===== src/rtl/uart_pkg.sv =====
// Shared definitions for the UART peripheral register map and the uart_host bus initiator.
package uart_pkg;

    typedef enum logic [1:0] {
        REG_BAUD   = 2'd0,
        REG_CTRL   = 2'd1,
        REG_STATUS = 2'd2,
        REG_DATA   = 2'd3
    } reg_addr_e;

    localparam int STAT_TX_FULL   = 0;
    localparam int STAT_TX_EMPTY  = 1;
    localparam int STAT_RX_FULL   = 2;
    localparam int STAT_RX_EMPTY  = 3;
    localparam int STAT_FRAME_ERR = 4;

    localparam int CTRL_TX_EN = 0;
    localparam int CTRL_RX_EN = 1;

    typedef enum logic [2:0] {
        ST_CFG,
        ST_IDLE,
        ST_POLL_REQ,
        ST_POLL_CAP,
        ST_TX_WR,
        ST_RX_REQ,
        ST_RX_CAP,
        ST_GAP
    } host_state_e;

endpackage


===== src/rtl/uart_host_if.sv =====
// Register bus between uart_host (master) and the UART peripheral (slave).
interface uart_host_if;
    logic        stb_o;
    logic [1:0]  adr_o;
    logic [3:0]  byte_sel_o;
    logic        we_o;
    logic [31:0] data_o;
    logic [31:0] data_i;

    modport master (
        output stb_o, adr_o, byte_sel_o, we_o, data_o,
        input  data_i
    );

    modport slave (
        input  stb_o, adr_o, byte_sel_o, we_o, data_o,
        output data_i
    );
endinterface


===== src/rtl/uart_host.sv =====
// Bus initiator that configures the UART once, then polls STATUS and shuttles
// bytes between the TX/RX streams and the peripheral DATA register.
module uart_host
    import uart_pkg::*;
#(
    parameter int         DATA_WIDTH = 8,
    parameter logic [1:0] CTRL_INIT  = 2'b11,
    parameter int         POLL_GAP   = 0
) (
    input  logic                  clk_i,
    input  logic                  rst_i,
    input  logic                  en_i,
    uart_host_if.master           bus,
    input  logic                  tx_valid_i,
    input  logic [DATA_WIDTH-1:0] tx_data_i,
    output logic                  tx_ready_o,
    output logic                  rx_valid_o,
    output logic [DATA_WIDTH-1:0] rx_data_o,
    input  logic                  rx_ready_i,
    output logic [4:0]            status_o
);

    localparam int GAP_W = (POLL_GAP > 1) ? $clog2(POLL_GAP) : 1;

    host_state_e state_reg, state_next;
    host_state_e exit_target, after_xfer;

    logic                  stb_reg, stb_next;
    logic                  we_reg, we_next;
    logic [1:0]            adr_reg, adr_next;
    logic [3:0]            bsel_reg, bsel_next;
    logic [31:0]           wdata_reg, wdata_next;
    logic                  tx_ready_reg, tx_ready_next;
    logic                  rx_valid_reg, rx_valid_next;
    logic [DATA_WIDTH-1:0] rx_data_reg, rx_data_next;
    logic [4:0]            status_reg, status_next;
    logic                  rr_tx_first_reg, rr_tx_first_next;
    logic [GAP_W-1:0]      gap_cnt_reg, gap_cnt_next;
    logic                  tx_elig, rx_elig;

    assign exit_target = en_i ? ST_POLL_REQ : ST_IDLE;
    assign after_xfer  = (POLL_GAP == 0) ? exit_target : ST_GAP;

    always_comb begin
        state_next       = state_reg;
        rr_tx_first_next = rr_tx_first_reg;
        gap_cnt_next     = '0;
        status_next      = status_reg;
        rx_data_next     = rx_data_reg;
        rx_valid_next    = rx_valid_reg & ~rx_ready_i;
        tx_elig          = 1'b0;
        rx_elig          = 1'b0;
        unique case (state_reg)
            // The CTRL write is on the bus only once stb_reg is set; until then stay to issue it.
            ST_CFG:      if (stb_reg) state_next = exit_target;
            ST_IDLE:     if (en_i) state_next = ST_POLL_REQ;
            ST_POLL_REQ: state_next = ST_POLL_CAP;
            ST_POLL_CAP: begin
                status_next = bus.data_i[4:0];
                tx_elig     = tx_valid_i & ~bus.data_i[STAT_TX_FULL];
                rx_elig     = ~bus.data_i[STAT_RX_EMPTY] & ~rx_valid_reg;
                if (tx_elig && (!rx_elig || rr_tx_first_reg)) begin
                    state_next       = ST_TX_WR;
                    rr_tx_first_next = 1'b0;
                end else if (rx_elig) begin
                    state_next       = ST_RX_REQ;
                    rr_tx_first_next = 1'b1;
                end else begin
                    state_next = after_xfer;
                end
            end
            ST_TX_WR:    state_next = after_xfer;
            ST_RX_REQ:   state_next = ST_RX_CAP;
            ST_RX_CAP: begin
                rx_data_next  = bus.data_i[DATA_WIDTH-1:0];
                rx_valid_next = 1'b1;
                state_next    = after_xfer;
            end
            ST_GAP: begin
                if (int'(gap_cnt_reg) + 1 >= POLL_GAP) state_next = exit_target;
                else gap_cnt_next = gap_cnt_reg + GAP_W'(1);
            end
            default:     state_next = ST_CFG;
        endcase
    end

    // Bus outputs are decoded from the state being entered so they leave a register.
    always_comb begin
        stb_next      = 1'b0;
        we_next       = 1'b0;
        adr_next      = 2'd0;
        bsel_next     = 4'b0000;
        wdata_next    = '0;
        tx_ready_next = 1'b0;
        unique case (state_next)
            ST_CFG: begin
                stb_next   = 1'b1;
                we_next    = 1'b1;
                adr_next   = REG_CTRL;
                bsel_next  = 4'b0001;
                wdata_next = {30'b0, CTRL_INIT};
            end
            ST_POLL_REQ: begin
                stb_next = 1'b1;
                adr_next = REG_STATUS;
            end
            ST_TX_WR: begin
                stb_next      = 1'b1;
                we_next       = 1'b1;
                adr_next      = REG_DATA;
                bsel_next     = 4'b0001;
                wdata_next    = 32'(tx_data_i);
                tx_ready_next = 1'b1;
            end
            ST_RX_REQ: begin
                stb_next = 1'b1;
                adr_next = REG_DATA;
            end
            default: ;
        endcase
    end

    always_ff @(posedge clk_i) begin
        if (rst_i) begin
            state_reg       <= ST_CFG;
            stb_reg         <= 1'b0;
            we_reg          <= 1'b0;
            adr_reg         <= 2'd0;
            bsel_reg        <= 4'b0000;
            wdata_reg       <= '0;
            tx_ready_reg    <= 1'b0;
            rx_valid_reg    <= 1'b0;
            rx_data_reg     <= '0;
            status_reg      <= '0;
            rr_tx_first_reg <= 1'b1;
            gap_cnt_reg     <= '0;
        end else begin
            state_reg       <= state_next;
            stb_reg         <= stb_next;
            we_reg          <= we_next;
            adr_reg         <= adr_next;
            bsel_reg        <= bsel_next;
            wdata_reg       <= wdata_next;
            tx_ready_reg    <= tx_ready_next;
            rx_valid_reg    <= rx_valid_next;
            rx_data_reg     <= rx_data_next;
            status_reg      <= status_next;
            rr_tx_first_reg <= rr_tx_first_next;
            gap_cnt_reg     <= gap_cnt_next;
        end
    end

    assign bus.stb_o      = stb_reg;
    assign bus.we_o       = we_reg;
    assign bus.adr_o      = adr_reg;
    assign bus.byte_sel_o = bsel_reg;
    assign bus.data_o     = wdata_reg;
    assign tx_ready_o     = tx_ready_reg;
    assign rx_valid_o     = rx_valid_reg;
    assign rx_data_o      = rx_data_reg;
    assign status_o       = status_reg;

    generate
        if (DATA_WIDTH < 32) begin : g_rdata_tail
            logic unused_rdata;
            assign unused_rdata = ^bus.data_i[31:DATA_WIDTH];
        end
    endgenerate

endmodule


===== src/flat_wrapper.sv =====
// flat-port wrapper written by rule: the top's interface ports become plain ports
module uart_host_flat import uart_pkg::*;
#(
    parameter int         DATA_WIDTH = 8,
    parameter logic [1:0] CTRL_INIT  = 2'b11,
    parameter int         POLL_GAP   = 0
)
  (clk_i, rst_i, en_i, tx_valid_i, tx_data_i, tx_ready_o, rx_valid_o, rx_data_o, rx_ready_i, status_o, bus_stb_o, bus_adr_o, bus_byte_sel_o, bus_we_o, bus_data_o, bus_data_i);
  uart_host_if bus_i ();
  input  logic clk_i;
  input  logic rst_i;
  input  logic en_i;
  input  logic tx_valid_i;
  input  logic [DATA_WIDTH-1:0] tx_data_i;
  output logic tx_ready_o;
  output logic rx_valid_o;
  output logic [DATA_WIDTH-1:0] rx_data_o;
  input  logic rx_ready_i;
  output logic [4:0] status_o;
  output wire logic [$bits(bus_i.stb_o)-1:0] bus_stb_o;
  output wire logic [$bits(bus_i.adr_o)-1:0] bus_adr_o;
  output wire logic [$bits(bus_i.byte_sel_o)-1:0] bus_byte_sel_o;
  output wire logic [$bits(bus_i.we_o)-1:0] bus_we_o;
  output wire logic [$bits(bus_i.data_o)-1:0] bus_data_o;
  input wire logic [$bits(bus_i.data_i)-1:0] bus_data_i;
  assign bus_stb_o = bus_i.stb_o;
  assign bus_adr_o = bus_i.adr_o;
  assign bus_byte_sel_o = bus_i.byte_sel_o;
  assign bus_we_o = bus_i.we_o;
  assign bus_data_o = bus_i.data_o;
  assign bus_i.data_i = bus_data_i;
  uart_host #(.DATA_WIDTH(DATA_WIDTH), .CTRL_INIT(CTRL_INIT), .POLL_GAP(POLL_GAP)) u_core (.clk_i(clk_i), .rst_i(rst_i), .en_i(en_i), .bus(bus_i), .tx_valid_i(tx_valid_i), .tx_data_i(tx_data_i), .tx_ready_o(tx_ready_o), .rx_valid_o(rx_valid_o), .rx_data_o(rx_data_o), .rx_ready_i(rx_ready_i), .status_o(status_o));
endmodule

===== config.mk =====
export PLATFORM = sky130hd
export DESIGN_NAME = uart_host_flat
export DESIGN_NICKNAME = d
export VERILOG_FILES = /design/src/rtl/uart_pkg.sv /design/src/rtl/uart_host_if.sv /design/src/rtl/uart_host.sv /design/src/flat_wrapper.sv
export SDC_FILE = /design/constraint.sdc
export NUM_CORES = 1
export LEC_CHECK = 0
export CAP_MARGIN = 30
export CORE_ASPECT_RATIO = 0.7
export CORE_MARGIN = 1.5
export CORE_UTILIZATION = 64
export CTS_CLUSTER_SIZE = 12
export DETAILED_ROUTE_END_ITERATION = 10
export DONT_BUFFER_PORTS = 1
export PLACE_DENSITY = 0.8
export SLEW_MARGIN = 20
export SYNTH_ARGS = -nofsm -noshare
export SYNTH_HDL_FRONTEND = slang
export SYNTH_SLANG_ARGS = --single-unit

===== constraint.sdc =====
create_clock -name clk_i -period 2.9 [get_ports clk_i]
set_input_delay 0.87 -clock clk_i [delete_from_list [all_inputs] [get_ports clk_i]]
set_output_delay 0.87 -clock clk_i [all_outputs]
set_load 0.03 [all_outputs]

==> qor.csv, run 1 <==
stage,metric,value,unit
critical_path,r2r-end,u_core.bus.adr_o[1],
yosys,post_synth.cell_area_avg,9.45,um^2
placed_design,gp_routability_congestion,0.719,
clock_network,cts_buffers,5,
yosys,synth_seq_cells,31,
timing,worst_clock_skew,0.00693,ns
clock_network,insertion_delay,0.33,ns
power,p_comb_share,25.5,%
global_route,grt_remaining_overflow,0,
timing,final.min_clock_period,1.89,ns
timing,clock.fmax,528,MHz
final_layout,syn_to_final_growth,-1.38,%
timing,grt_setup_unrepaired,false,
power,power_share_of_the_clock_group,25.6,%
clock_network,cts.hold.buffers_added,0,
floorplanning,fp_rows,14,
floorplanning,die_area,2560,um^2
routing,drc,0,
power,sw_frac_of_total,39.9,%
global_route,antenna_found_initial,0,
clock_network,htree_levels,2,
power,power_per_cell_area,959,nW/um^2
yosys,gate_count_of_the_mapped_netlist,153,
clock_network,postCtsSetupRepairBufs,0,
timing,hold_ws,0.472,ns
yosys,synth_seq_area_share,42.9,%
yosys,mappedNetlistArea,1450,um^2
routing,router_iterations_before_antenna_repair,4,
yosys,asyncSetResetFlopFracSynth,0,%
power,static-leakage-power,0.560,nW
placed_design,detailedPlacementHpwl,1.81,mm
routing,dr_iter_0_viols,65,
power,p_seq_share,48.9,%
clock_network,clkSinkCount,31,
yosys,synth_top_cells_by_area,"dfxtp_1 43%, buf_4 15%, nand2_1 6.0%, a21oi_1 5.9%, nor3b_2 5.2%",
routing,via_count,965,
timing,finalSetupViolations,0,
worst_hold_path,holdPathStages,2,
floorplanning,core_area,2140,um^2
timing,timing_hold_violations_final,0,
worst_hold_path,worst_hold_start,u_core.rr_tx_first_reg,
timing,setup-tns-final,0,ns
global_route,first_global_vias,856,
critical_path,startpoint_type,flop,
routing,dr_vias_cell,5.22,
timing,transition_time_of_the_tightest_slew_check_pin,0.569,ns
floorplanning,floorplan.io_pins,100,
status,outcome,"finished, final reports clean",
critical_path,crit_path_max_fanout,2,
critical_path,timing.setup.critical_path_class,flop to output port,
critical_path,worstReg2RegStart,u_core.rx_valid_o,
worst_hold_path,hold_end,u_core.rr_tx_first_reg,
global_route,grt_usage,19.8,%
job,drv_cap,0,
yosys,yosysWarningCount,0,
floorplanning,dieWidth,59.8,um
clock_network,clock_tree.buffer_depth,2,
critical_path,worst_setup_path_end_kind,output port,
placed_design,dpl.cell_count,177,
yosys,post-synth-top-area-fraction,42.9,%
final_layout,layoutNonFillerInstCount,185,
routing,finalWirelength,2.39,mm
placed_design,buffer_ports.inserted,0,
critical_path,worstPathRequired,2.03,ns
yosys,distinct_cell_type_count_after_synthesis,35,
yosys,synth_enable_flop_cells,0,
timing,timing.max_slew.rel_slack,62.0,%
global_route,global_route_wire_length_before_repair,3.75,mm
global_route,grt_start_max_net_pins,26,
floorplanning,initial_utilization,67.7,%
critical_path,worstPathArrival,1.02,ns
floorplanning,chipHeight,42.8,um
power,irDropWorstVdd,0.432,mV
clock_network,tritoncts,built,
yosys,synth-main-ff-cell,dfxtp_1,
timing,timing.final.max_slew_violations,0,
final_layout,post-route-util,66.7,%
worst_hold_path,min_path_type,flop to flop,
routing,routed_wire_length_per_instance,12.9,um
final_layout,number_of_antenna_repair_diodes,0,
power,power.internal,0.823,mW
critical_path,worst-r2r-cell-count,4,
final_layout,drive_gt1_share,17.6,%
final_layout,final_net_count,197,
clock_network,clkSlewWorstSetupHoldPaths,0.10,ns
timing,fin_crit_sh,65.3,%
critical_path,reg2reg_slack,1.13,ns
clock_network,cts_root_buffer,clkbuf_4,
placed_design,placed_area,1340,um^2
routing,final_antenna_net_count,0,
yosys,post-synth-top-area-cell,dfxtp_1,
final_layout,layout.cell_area.non_filler,1430,um^2
power,p_sw,0.545,mW
clock_network,post_cts_resize_count,0,
==> power groups by stage <==
stage | combinational, mW | sequential, mW | clock (mW)
floorplan | 0.405 | 0.638 | 0
global placement | 0.335 | 0.678 | 0
detailed placement | 0.347 | 0.679 | 0
CTS | 0.349 | 0.668 | 0.352
global route | 0.380 | 0.681 | 0.377
finish | 0.349 | 0.669 | 0.351
==> final cells by class <==
class | instances | area, um^2
clock inverter | 2 | 35.0
tap | 32 | 40.0
clock buffer | 6 | 51.3
inverter | 1 | 3.75
multi-input combinational | 112 | 668
fill | 169 | 711
sequential | 31 | 621
timing repair buffer | 1 | 7.51
==> through the flow <==
step	power [mW]	worst slack [ns]
CTS	1.37	1.00
global placement	1.01	0.824
floorplan	1.04	0.868
detailed placement	1.03	0.825
finish	1.37	1.01
global route	1.44	0.955
==> worst register-to-register path, cell delays in order (launching register included) <==
cell and delay, ns:
dfxtp_1 0.59, nor2_1 0.15, o311a_1 0.39, o21a_1 0.21
o41ai_2 0.33
==> layout by cell type (no fill, tap or decap) <==
cell,n
o21a_1,2
o21bai_1,1
nor4_1,1
buf_4,1
nand3b_2,1
o21bai_4,1
clkbuf_4,5
o31a_4,1
o21ai_2,1
nand3_1,3
clkbuf_8,1
nor3_1,2
bufinv_16,1
o311a_1,1
o21ai_0,1
and2b_2,1
nand2_1,23
a21oi_1,17
clkinv_2,1
dfxtp_1,31
conb_1,27
or3_1,1
or2_2,1
a211oi_2,2
mux2i_1,2
o31ai_1,2
nor2_1,7
or2_0,1
o41ai_2,1
nor3b_2,6
nor2b_1,1
and2b_1,1
nand2b_1,1
inv_2,1
a2111o_1,1
o31ai_2,1
nor4_4,1
==> per-layer routing <==
metal / share of wire, % / global-route usage, % / vias up
met3: 13 / 11.6 / 2
met1: 40 / 22.7 / 439
met5: 0 / 0 / -
met2: 47 / 30.2 / 61
li1: - / - / 463
met4: 0.59 / 7.11 / 0
==> cell usage after synthesis, drive strengths merged, types with 2 or more instances <==
master   n
dfxtp   31
buf     30
nand2   23
a21oi   17
nor2     7
nor3b    6
clkbuf   5
nand3    3
o31ai    3
a211oi   2
and2b    2
mux2i    2
nor3     2
nor4     2
o21a     2
o21ai    2
o21bai   2
or2      2
==> how the worst max path moves through the flow <==
stage | startpoint | endpoint | slack (ns) | cells past startpoint
after floorplan | bus_data_i[3] | u_core.bus.adr_o[0] | 0.87 | 5
after global placement | bus_data_i[0] | u_core.bus.adr_o[1] | 0.82 | 4
after detailed placement | bus_data_i[3] | u_core.bus.adr_o[1] | 0.82 | 4
after CTS | u_core.bus.we_o | bus_we_o | 1.00 | 0
after global routing | u_core.bus.we_o | bus_we_o | 0.95 | 0
final | u_core.bus.we_o | bus_we_o | 1.01 | 0
==> cells by family (layout without fill, tap and decap cells) <==
| family | Yosys count | in the layout | synth area share, % |
|---|---|---|---|
| AND/OR/NAND/NOR | 51 | 51 | 20.7 |
| buffers and inverters | 36 | 10 | 17.6 |
| AO/OA/AOI/OAI | 32 | 32 | 17.1 |
| flip-flops | 31 | 31 | 42.9 |
| multiplexers | 2 | 2 | 1.38 |
| other | 1 | 27 | 0.259 |
(Power assumes the default switching activity.)
==> run 2: changes to the inputs <==
--- a/config.mk
+++ b/config.mk
@@ -8,11 +8,11 @@
 export CAP_MARGIN = 30
 export CORE_ASPECT_RATIO = 0.7
 export CORE_MARGIN = 1.5
-export CORE_UTILIZATION = 64
+export CORE_UTILIZATION = 55
 export CTS_CLUSTER_SIZE = 12
 export DETAILED_ROUTE_END_ITERATION = 10
 export DONT_BUFFER_PORTS = 1
-export PLACE_DENSITY = 0.8
+export PLACE_DENSITY = 0.73
 export SLEW_MARGIN = 20
 export SYNTH_ARGS = -nofsm -noshare
 export SYNTH_HDL_FRONTEND = slang
==> constraint.sdc (replaced) <==
create_clock -name clk_i -period 1.7 [get_ports clk_i]
set_input_delay 0.51 -clock clk_i [delete_from_list [all_inputs] [get_ports clk_i]]
set_output_delay 0.51 -clock clk_i [all_outputs]
set_load 0.03 [all_outputs]
==> run 2 against run 1 <==
Against the previous run: sequential share of layout area fell by 2.0 points; via count up 3.0%; utilization shrank 6.1 points; global-route usage grew 0.15 points; final area rose by 5.3%; sequential power grew 67%; combinational power up 100%; non-clock buffer count grew 4; sequential cell count is the same; final cell count increased by 3.2%; hold slack got worse by 0.18 ns; largest cell class unchanged; largest power group unchanged; highest routed layer unchanged.
==> qor.csv, run 2 (synthesis results as in run 1) <==
stage,metric,value,unit,change
worst_hold_path,hold_end,u_core.state_reg[2],,was u_core.rr_tx_first_reg
placed_design,placed_area,1370,um^2,was 1340 um^2
timing,timing_hold_violations_final,0,,unchanged
floorplanning,chipHeight,45.9,um,was 42.8 um
routing,finalWirelength,2.88,mm,was 2.39 mm
clock_network,clkSlewWorstSetupHoldPaths,0.06,ns,was 0.10 ns
routing,dr_vias_cell,5.20,,was 5.22
timing,finalSetupViolations,0,,unchanged
power,power_share_of_the_clock_group,29.1,%,was 25.6%
power,p_sw,1.01,mW,was 0.545 mW
clock_network,cts.hold.buffers_added,0,,unchanged
power,irDropWorstVdd,0.855,mV,was 0.432 mV
timing,setup-tns-final,0,ns,unchanged
clock_network,insertion_delay,0.29,ns,was 0.33 ns
worst_hold_path,holdPathStages,1,,was 2
global_route,grt_usage,19.9,%,was 19.8%
floorplanning,fp_rows,15,,was 14
placed_design,gp_routability_congestion,0.796,,was 0.719
final_layout,nFillCells,207,,was 169
critical_path,r2r-end,u_core.bus.adr_o[1],,unchanged
final_layout,final_net_count,201,,was 197
timing,worst_clock_skew,0.00460,ns,was 0.00693 ns
critical_path,reg2reg_slack,0.15,ns,was 1.13 ns
power,power.internal,1.57,mW,was 0.823 mW
clock_network,cts_root_buffer,clkbuf_8,,was clkbuf_4
clock_network,postCtsSetupRepairBufs,0,,unchanged
global_route,antenna_found_initial,0,,unchanged
global_route,first_global_vias,901,,was 856
power,sw_frac_of_total,39.0,%,was 39.9%
job,drv_cap,0,,unchanged
critical_path,timing.setup.critical_path_class,flop to flop,,was flop to output port
critical_path,worstPathRequired,1.89,ns,was 2.03 ns
floorplanning,core_area,2480,um^2,was 2140 um^2
floorplanning,dieWidth,64.3,um,was 59.8 um
clock_network,tritoncts,built,,unchanged
routing,final_antenna_net_count,0,,unchanged
critical_path,worstReg2RegStart,u_core.state_reg[2],,was u_core.rx_valid_o
clock_network,clock_tree.buffer_depth,2,,unchanged
global_route,grt_remaining_overflow,0,,unchanged
timing,timing.max_slew.rel_slack,61.9,%,was 62.0%
routing,via_count,994,,was 965
final_layout,layout.cell_area.non_filler,1500,um^2,was 1430 um^2
status,outcome,"finished, final reports clean",,unchanged
power,power_per_cell_area,1720,nW/um^2,was 959 nW/um^2
routing,dr_iter_0_viols,67,,was 65
clock_network,htree_levels,2,,unchanged
final_layout,drive_gt1_share,22.9,%,was 17.6%
placed_design,detailedPlacementHpwl,1.93,mm,was 1.81 mm
timing,grt_setup_unrepaired,false,,unchanged
power,p_comb_share,27.5,%,was 25.5%
critical_path,worstPathArrival,1.74,ns,was 1.02 ns
global_route,grt_start_max_net_pins,26,,unchanged
routing,routed_wire_length_per_instance,15.1,um,was 12.9 um
critical_path,crit_path_max_fanout,13,,was 2
placed_design,buffer_ports.inserted,0,,unchanged
timing,timing.final.max_slew_violations,0,,unchanged
final_layout,number_of_antenna_repair_diodes,0,,unchanged
timing,clock.fmax,645,MHz,
floorplanning,floorplan.io_pins,100,,unchanged
final_layout,layout_common_cells,"29 x dfxtp_1, 27 x conb_1, 23 x nand2_1",,"was 31 x dfxtp_1, 27 x conb_1, 23 x nand2_1"
critical_path,startpoint_type,flop,,unchanged
final_layout,syn_to_final_growth,3.81,%,was -1.38%
floorplanning,die_area,2950,um^2,was 2560 um^2
power,static-leakage-power,0.594,nW,was 0.560 nW
timing,final.min_clock_period,1.55,ns,
final_layout,layout_commonest_cell,dfxtp_1,,unchanged
clock_network,clkSinkCount,31,,unchanged
routing,drc,0,,unchanged
timing,fin_crit_sh,91.2,%,
power,p_seq_share,43.4,%,was 48.9%
critical_path,worst-r2r-cell-count,4,,unchanged
clock_network,cts_buffers,5,,unchanged
timing,transition_time_of_the_tightest_slew_check_pin,0.571,ns,was 0.569 ns
critical_path,worst_setup_path_end_kind,flop,,was output port
routing,router_iterations_before_antenna_repair,4,,unchanged
critical_path,critical_path.startpoint,u_core.state_reg[2],,was u_core.bus.we_o
floorplanning,initial_utilization,58.4,%,was 67.7%
worst_hold_path,min_path_type,input pin to flop,,was flop to flop
global_route,global_route_wire_length_before_repair,4.22,mm,was 3.75 mm
worst_hold_path,worst_hold_start,rst_i,,was u_core.rr_tx_first_reg
-- run 2: cell types whose count changed in the layout (fill, tap and decap cells not counted) --
cell      previous run  this run
nor2b_2              0         1
nor2b_1              1         0
buf_4                1         5
dfxtp_2              0         2
nor3_1               2         1
and2b_2              1         2
clkbuf_4             5         0
clkbuf_8             1         6
dfxtp_1             31        29
and2b_1              1         0
nor3_2               0         1
-- run 2: metrics by stage --
stage          power [mW]  hold WS [ns]  cells  setup WS, ns  utilization (%)
2_1_floorplan        1.78         0.432    179        0.0282                -
3_3_place_gp         1.78         0.448    183       0.00120             55.4
3_5_place_dp         1.80         0.465    183       0.00378             55.4
4_1_cts              2.56         0.283    191        0.0339             60.4
5_1_grt              2.68         0.280    191        0.0746             60.6
6_report             2.58         0.287    191         0.149             60.6
-- run 2: worst max-delay path by stage --
stage                     cells after the start  slack, ns                  end
after global placement                        4      0.001  u_core.bus.adr_o[1]
after detailed placement                      4      0.004  u_core.bus.adr_o[1]
after CTS                                     4       0.03  u_core.bus.adr_o[1]
after floorplan                               5       0.03  u_core.bus.adr_o[0]
after global routing                          4       0.07  u_core.bus.adr_o[1]
final                                         4       0.15  u_core.bus.adr_o[1]
-- run 2: layout make-up --
| type | count | area [um^2] | share of cell area, % |
|---|---|---|---|
| Multi-Input combinational cell | 112 | 677 | 45.1 |
| Sequential cell | 31 | 623 | 41.5 |
| Clock buffer | 6 | 82.6 | 5.50 |
| Tap cell | 34 | 42.5 | 2.83 |
| Timing Repair Buffer | 5 | 37.5 | 2.50 |
| Clock inverter | 2 | 35.0 | 2.33 |
| Inverter | 1 | 3.75 | 0.250 |
-- run 2: critical path, stage by stage, from the launching register on --
cell and delay, ns:
dfxtp_2 0.36, and2b_2 0.30, nor3_2 0.09, o31a_4 0.43, o41ai_2 0.29
-- run 2: what timing repair did --
| action | in CTS | in global routing |
|---|---|---|
| endpoints found under the setup margin | 2 | 2 |
| gates resized for setup | 1 | 4 |
| hold endpoints to repair | 0 | 0 |
-- run 2: routing by layer --
metal,GRT usage [%],vias to the layer above,share of wire (%)
met5,0,-,0
met4,11.9,0,1.4
met3,9.16,6,11
met2,31.7,53,47
met1,22.5,469,40
li1,-,466,-
-- run 2: power groups by stage --
stage	registers (mW)	clock network (mW)	logic, mW
2_1_floorplan	1.09	0	0.690
3_3_place_gp	1.12	0	0.654
3_5_place_dp	1.13	0	0.669
4_1_cts	1.11	0.754	0.689
5_1_grt	1.14	0.790	0.753
6_report	1.12	0.751	0.710
